### src/rtl/imm_ext_pkg.sv
// Shared definitions for the immediate-extension pipeline: extension modes and
// default widths for the 16-to-32 decode datapath.
package imm_ext_pkg;

  typedef enum logic [1:0] {
    IMM_SIGN = 2'd0,
    IMM_ZERO = 2'd1,
    IMM_HIGH = 2'd2,
    IMM_SHL2 = 2'd3
  } imm_mode_e;

  localparam int unsigned IMM_IN_W  = 16;
  localparam int unsigned IMM_OUT_W = 32;
  localparam int unsigned IMM_TAG_W = 5;
  localparam int unsigned IMM_CNT_W = 16;

endpackage

### src/rtl/imm_ext_core.sv
// Combinational immediate extender: SIGN, ZERO, HIGH (lui) and SHL2 (branch offset).
module imm_ext_core
  import imm_ext_pkg::*;
#(
  parameter int unsigned IN_W  = IMM_IN_W,
  parameter int unsigned OUT_W = IMM_OUT_W
) (
  input  logic [IN_W-1:0]  imm,
  input  imm_mode_e        mode,
  output logic [OUT_W-1:0] ext
);

  localparam int unsigned PAD_W = OUT_W - IN_W;

  logic [OUT_W-1:0] sign_ext;

  always_comb begin
    sign_ext = {{PAD_W{imm[IN_W-1]}}, imm};
    ext      = sign_ext;
    case (mode)
      IMM_SIGN: ext = sign_ext;
      IMM_ZERO: ext = {{PAD_W{1'b0}}, imm};
      IMM_HIGH: ext = {imm, {PAD_W{1'b0}}};
      IMM_SHL2: ext = {sign_ext[OUT_W-3:0], 2'b00};
      default:  ext = sign_ext;
    endcase
  end

endmodule

### src/rtl/imm_ext_pipe.sv
// Pipelined immediate-extension unit with valid/ready handshake, flush and transfer counter.
// Define IMM_EXT_SKID_EN for a 2-entry (output + skid) build with registered in_ready.
module imm_ext_pipe
  import imm_ext_pkg::*;
#(
  parameter int unsigned IN_W  = IMM_IN_W,
  parameter int unsigned OUT_W = IMM_OUT_W,
  parameter int unsigned TAG_W = IMM_TAG_W,
  parameter int unsigned CNT_W = IMM_CNT_W
) (
  input  logic             clk,
  input  logic             rst_n,
  input  logic             flush,
  input  logic             in_valid,
  output logic             in_ready,
  input  logic [IN_W-1:0]  in_imm,
  input  logic [1:0]       in_mode,
  input  logic [TAG_W-1:0] in_tag,
  output logic             out_valid,
  input  logic             out_ready,
  output logic [OUT_W-1:0] out_data,
  output logic [TAG_W-1:0] out_tag,
  output logic [CNT_W-1:0] xfer_cnt
);

  logic             accept;
  logic             xfer;
  logic [OUT_W-1:0] ext;
  logic             valid_q;
  logic [OUT_W-1:0] data_q;
  logic [TAG_W-1:0] tag_q;
  logic [CNT_W-1:0] cnt_q;

  imm_ext_core #(
    .IN_W  (IN_W),
    .OUT_W (OUT_W)
  ) u_core (
    .imm  (in_imm),
    .mode (imm_mode_e'(in_mode)),
    .ext  (ext)
  );

  assign accept    = in_valid && in_ready && !flush;
  assign xfer      = valid_q && out_ready;
  assign out_valid = valid_q;
  assign out_data  = data_q;
  assign out_tag   = tag_q;
  assign xfer_cnt  = cnt_q;

`ifdef IMM_EXT_SKID_EN
  logic             skid_valid;
  logic             skid_valid_nx;
  logic [OUT_W-1:0] skid_data;
  logic [TAG_W-1:0] skid_tag;
  logic             rdy_q;

  assign in_ready = rdy_q;

  // Skid only fills when the output register is held; any free output slot drains it.
  always_comb begin
    skid_valid_nx = skid_valid;
    if (flush)
      skid_valid_nx = 1'b0;
    else if (!valid_q || out_ready)
      skid_valid_nx = 1'b0;
    else if (accept)
      skid_valid_nx = 1'b1;
  end

  always_ff @(posedge clk) begin
    if (!rst_n) begin
      valid_q    <= 1'b0;
      data_q     <= '0;
      tag_q      <= '0;
      skid_valid <= 1'b0;
      skid_data  <= '0;
      skid_tag   <= '0;
      rdy_q      <= 1'b0;
    end else begin
      skid_valid <= skid_valid_nx;
      rdy_q      <= !skid_valid_nx;
      if (flush) begin
        valid_q <= 1'b0;
      end else if (!valid_q || out_ready) begin
        if (skid_valid) begin
          valid_q <= 1'b1;
          data_q  <= skid_data;
          tag_q   <= skid_tag;
        end else begin
          valid_q <= accept;
          if (accept) begin
            data_q <= ext;
            tag_q  <= in_tag;
          end
        end
      end else if (accept) begin
        skid_data <= ext;
        skid_tag  <= in_tag;
      end
    end
  end
`else
  logic rst_done;

  assign in_ready = rst_done && (!valid_q || out_ready);

  always_ff @(posedge clk) begin
    if (!rst_n) begin
      valid_q  <= 1'b0;
      data_q   <= '0;
      tag_q    <= '0;
      rst_done <= 1'b0;
    end else begin
      rst_done <= 1'b1;
      if (flush) begin
        valid_q <= 1'b0;
      end else if (!valid_q || out_ready) begin
        valid_q <= accept;
        if (accept) begin
          data_q <= ext;
          tag_q  <= in_tag;
        end
      end
    end
  end
`endif

  always_ff @(posedge clk) begin
    if (!rst_n)
      cnt_q <= '0;
    else if (xfer)
      cnt_q <= cnt_q + 1'b1;
  end

endmodule

### config.mk
export PLATFORM = sky130hd
export DESIGN_NAME = imm_ext_pipe
export DESIGN_NICKNAME = d
export VERILOG_FILES = /design/src/rtl/imm_ext_pkg.sv /design/src/rtl/imm_ext_core.sv /design/src/rtl/imm_ext_pipe.sv
export SDC_FILE = /design/constraint.sdc
export NUM_CORES = 1
export LEC_CHECK = 0
export CORE_MARGIN = 1.5
export CORE_UTILIZATION = 45
export CTS_CLUSTER_SIZE = 14
export DETAILED_ROUTE_END_ITERATION = 10
export PLACE_DENSITY = 0.91
export SLEW_MARGIN = 20
export SYNTH_ARGS = -nofsm -noshare
export SYNTH_HDL_FRONTEND = slang
export SYNTH_SLANG_ARGS = --single-unit
export TNS_END_PERCENT = 100
### constraint.sdc
create_clock -name clk -period 3.4 [get_ports clk]
set_clock_uncertainty 0.1 [all_clocks]
set_input_delay 1.02 -clock clk [delete_from_list [all_inputs] [get_ports clk]]
set_output_delay 1.02 -clock clk [all_outputs]
set_load 0.01 [all_outputs]
==> impl_metrics.env <==
export IMPL_min_period_over_period_pct=97.46
export IMPL_core_sq_um=4755
export IMPL_worst_endpoint_required_ns=2.28
export IMPL_rows=25
export IMPL_rrSetupSlack_ns=1.30
export IMPL_syn_nets=292
export IMPL_slew_headroom_pct=54.10
export IMPL_postCtsSetupBuffers=0
export IMPL_yosysUniqueCellTypes=35
export IMPL_final_core_util_pct=69.00
export IMPL_layout_min_cycle_time_ns=3.314
export IMPL_drcViolationCount=0
export IMPL_synthCells=263
export IMPL_worstHoldEndpoint="out_data[1]$_SDFFE_PN0P_"
export IMPL_routedWlPerCell_um=13.76
export IMPL_synth_fa_ha_area_share_pct=0.5596
export IMPL_synth_seq_cells=55
export IMPL_setup_tns_ns=0
export IMPL_die_y_um=73.49
export IMPL_hp_class="reg -> reg"
export IMPL_rr_endpoint="out_data[19]$_SDFFE_PN0P_"
export IMPL_die_area_sq_um=5401
export IMPL_startpoint_type="input port"
export IMPL_clock_fmax_mhz=301.8
export IMPL_yosysWarnings=0
export IMPL_grt_pass1_wl_mm=9.052
export IMPL_port_buffers=82
export IMPL_hpwl_mm=4.025
export IMPL_reg2regPathDepth=6
export IMPL_drive_above_1_share_pct=6.936
export IMPL_muxShareOfSynthArea_pct=0.5036
export IMPL_pwr_density_cell_nw_per_um2=409.4
export IMPL_critPathMaxStageDelay_ns=0.53
export IMPL_cp_cell_sequence="clkdlybuf4s50_1, nor2b_1, nor2b_1, clkdlybuf4s50_1"
export IMPL_crit_type="in -> out"
export IMPL_cts_buffers=5
export IMPL_crit_buf_inv=2
export IMPL_cp_arrival_ns=2.19
export IMPL_tightest_slew_ns=0.6884
export IMPL_grt_pass1_vias=1988
export IMPL_yosys_area_share_simple_pct=24.57
export IMPL_drv_slew=0
export IMPL_cts_tree="built"
export IMPL_area_growth_pct=46.73
export IMPL_start_util_pct=47.03
export IMPL_layout_commonest_cell="clkdlybuf4s50_1"
export IMPL_grt_setup_unrepaired="false"
export IMPL_ios=83
export IMPL_root_buffer="clkbuf_8"
export IMPL_antenna_found_initial=0
export IMPL_crit_slowest_cell="clkdlybuf4s50_1"
export IMPL_cts_sinks=55
export IMPL_setup_viol=0
export IMPL_cts_hold_buf=0
export IMPL_grt_max_degree=41
export IMPL_fillers=390
export IMPL_hold_depth=2
export IMPL_end_kind="output pin"
export IMPL_fin_nets=374
export IMPL_seq_area_frac_synth_pct=49.24
export IMPL_drt_iter0_drc=151
export IMPL_vias=2217
export IMPL_syn_cell_area_sq_um=2236
export IMPL_place_congestion=0.8055
export IMPL_drtPass1Iterations=5
export IMPL_reg2reg_from="out_valid$_SDFFE_PP0P_"
export IMPL_clockBufferDepth=2
export IMPL_synth_xor_area_share_pct=4.309
export IMPL_maxCapViolations=0
export IMPL_critPathTopFamily="buffers and inverters"
export IMPL_clk_latency_ns=0.31
export IMPL_grt_overflow_total=0
export IMPL_final_cell_mix="clkdlybuf4s50_1 (82), dfxtp_1 (55), nand2_1 (36)"
export IMPL_p_leak_nw=1.143
export IMPL_grt_use_total_pct=21.44
export IMPL_h_tree_depth=2
export IMPL_hold_viol_final=0
export IMPL_synth_top_family_by_area="simple AND/OR/NAND/NOR gates"
export IMPL_synth_area_per_cell_sq_um=8.501
export IMPL_drt_total_wl_mm=5.683
export IMPL_die_w_um=73.49
export IMPL_n_antenna_cell=0
export IMPL_viasPerCell=5.368
export IMPL_ir_drop_mv=0.2803
export IMPL_clkTransAtPathRegs_ns=0.09
export IMPL_ant_nets=0
export IMPL_crit_fanout=2
export IMPL_synth_compound_area_share_pct=17.12
export IMPL_hp_start="out_data[1]$_SDFFE_PN0P_"
export IMPL_cts_repair_resized=0
export IMPL_status="finished, final reports clean"
## power breakdown
group	leakage (nW)	internal, W	switching (W)	total, W
sequential	0.447	0.000666	0.0000131	0.000679
combinational	0.631	0.0000882	0.0000784	0.000167
clock	0.0654	0.000294	0.000204	0.000498
total	1.14	0.00105	0.000295	0.00134
## worst max-delay path by stage
stage	cells after the start	start	endpoint
after detailed placement	4	out_ready	in_ready
after global routing	4	out_ready	in_ready
after global placement	4	out_ready	in_ready
after floorplan	2	out_ready	in_ready
final	4	out_ready	in_ready
after CTS	4	out_ready	in_ready
## cell usage after synthesis, drive strengths merged
cell      instances  area [sq um]
and2              1         6.260
ha                1         12.51
xnor2             6         52.55
a31o              1         8.760
a221oi           14         122.6
a31oi             1         12.51
inv               5         18.77
or4               1         7.510
nor2             28         105.1
nand3             7         35.03
nand3b            1         7.510
nor4              2         12.51
o31ai             1         7.510
xor2              5         43.79
mux2              1         11.26
o41ai             1         8.760
nand2            36         135.1
clkbuf           13         48.80
clkinvlp          1         5.000
o21ai            15         75.07
and4              2         17.52
or3               3         23.77
nor3             22         115.1
and3              1         6.260
nand4             5         58.80
dfxtp            55          1101
nor2b             3         18.77
a211oi            1         7.510
a21oi            28         140.1
buf               2         10.01
## metal layers
layer	track usage (%)	share of wire (%)
met4	8.642	1.8
met2	35.34	48
met3	4.527	7.0
met1	27.28	43
met5	0	0
## sequential cells by signal, summed over array words and instances (netlist names)
signal     cells
out_valid      1
out_tag        5
out_data      32
rst_done       1
xfer_cnt      16
## final cells by class
class	instances	area (sq um)	share of cell area (%)
Timing Repair Buffer	90	880.8	26.85
Inverter	6	23.77	0.7246
Clock buffer	6	72.57	2.212
Sequential cell	55	1101	33.56
Multi-Input combinational cell	187	1059	32.27
Tap cell	67	83.83	2.555
Clock inverter	2	60.06	1.831
## kinds of logic after synthesis
logic type	count (synthesis)
DFF	55
muxes	1
adders and majority gates	1
and+or+nand+nor	112
xor gates and xnor gates	11
buffers and inverters	21
AOI/OAI and AO/OA	62
## tightest hold or removal path, stage by stage, from the launching register on
cell and delay [ns]:
dfxtp_1 0.32, nand2_1 0.05, a21oi_1 0.05
## through the flow
| step | hold WS (ns) | setup WS, ns | std cells | instance area [sq um] | power, W |
|---|---|---|---|---|---|
| after CTS | 0.3581 | 0.08004 | 413 | 3281 | 0.001353 |
| after global placement | 0.3395 | 0.08717 | 405 | 3148 | 0.0008563 |
| final | 0.3538 | 0.08619 | 413 | 3281 | 0.001343 |
| after detailed placement | 0.3459 | 0.08675 | 405 | 3148 | 0.0008591 |
| after global routing | 0.3785 | 0.03677 | 413 | 3281 | 0.001391 |
| after floorplan | 0.3761 | 0.9474 | 263 | 2236 | 0.0007576 |
Power figures use the tool's default switching activity.
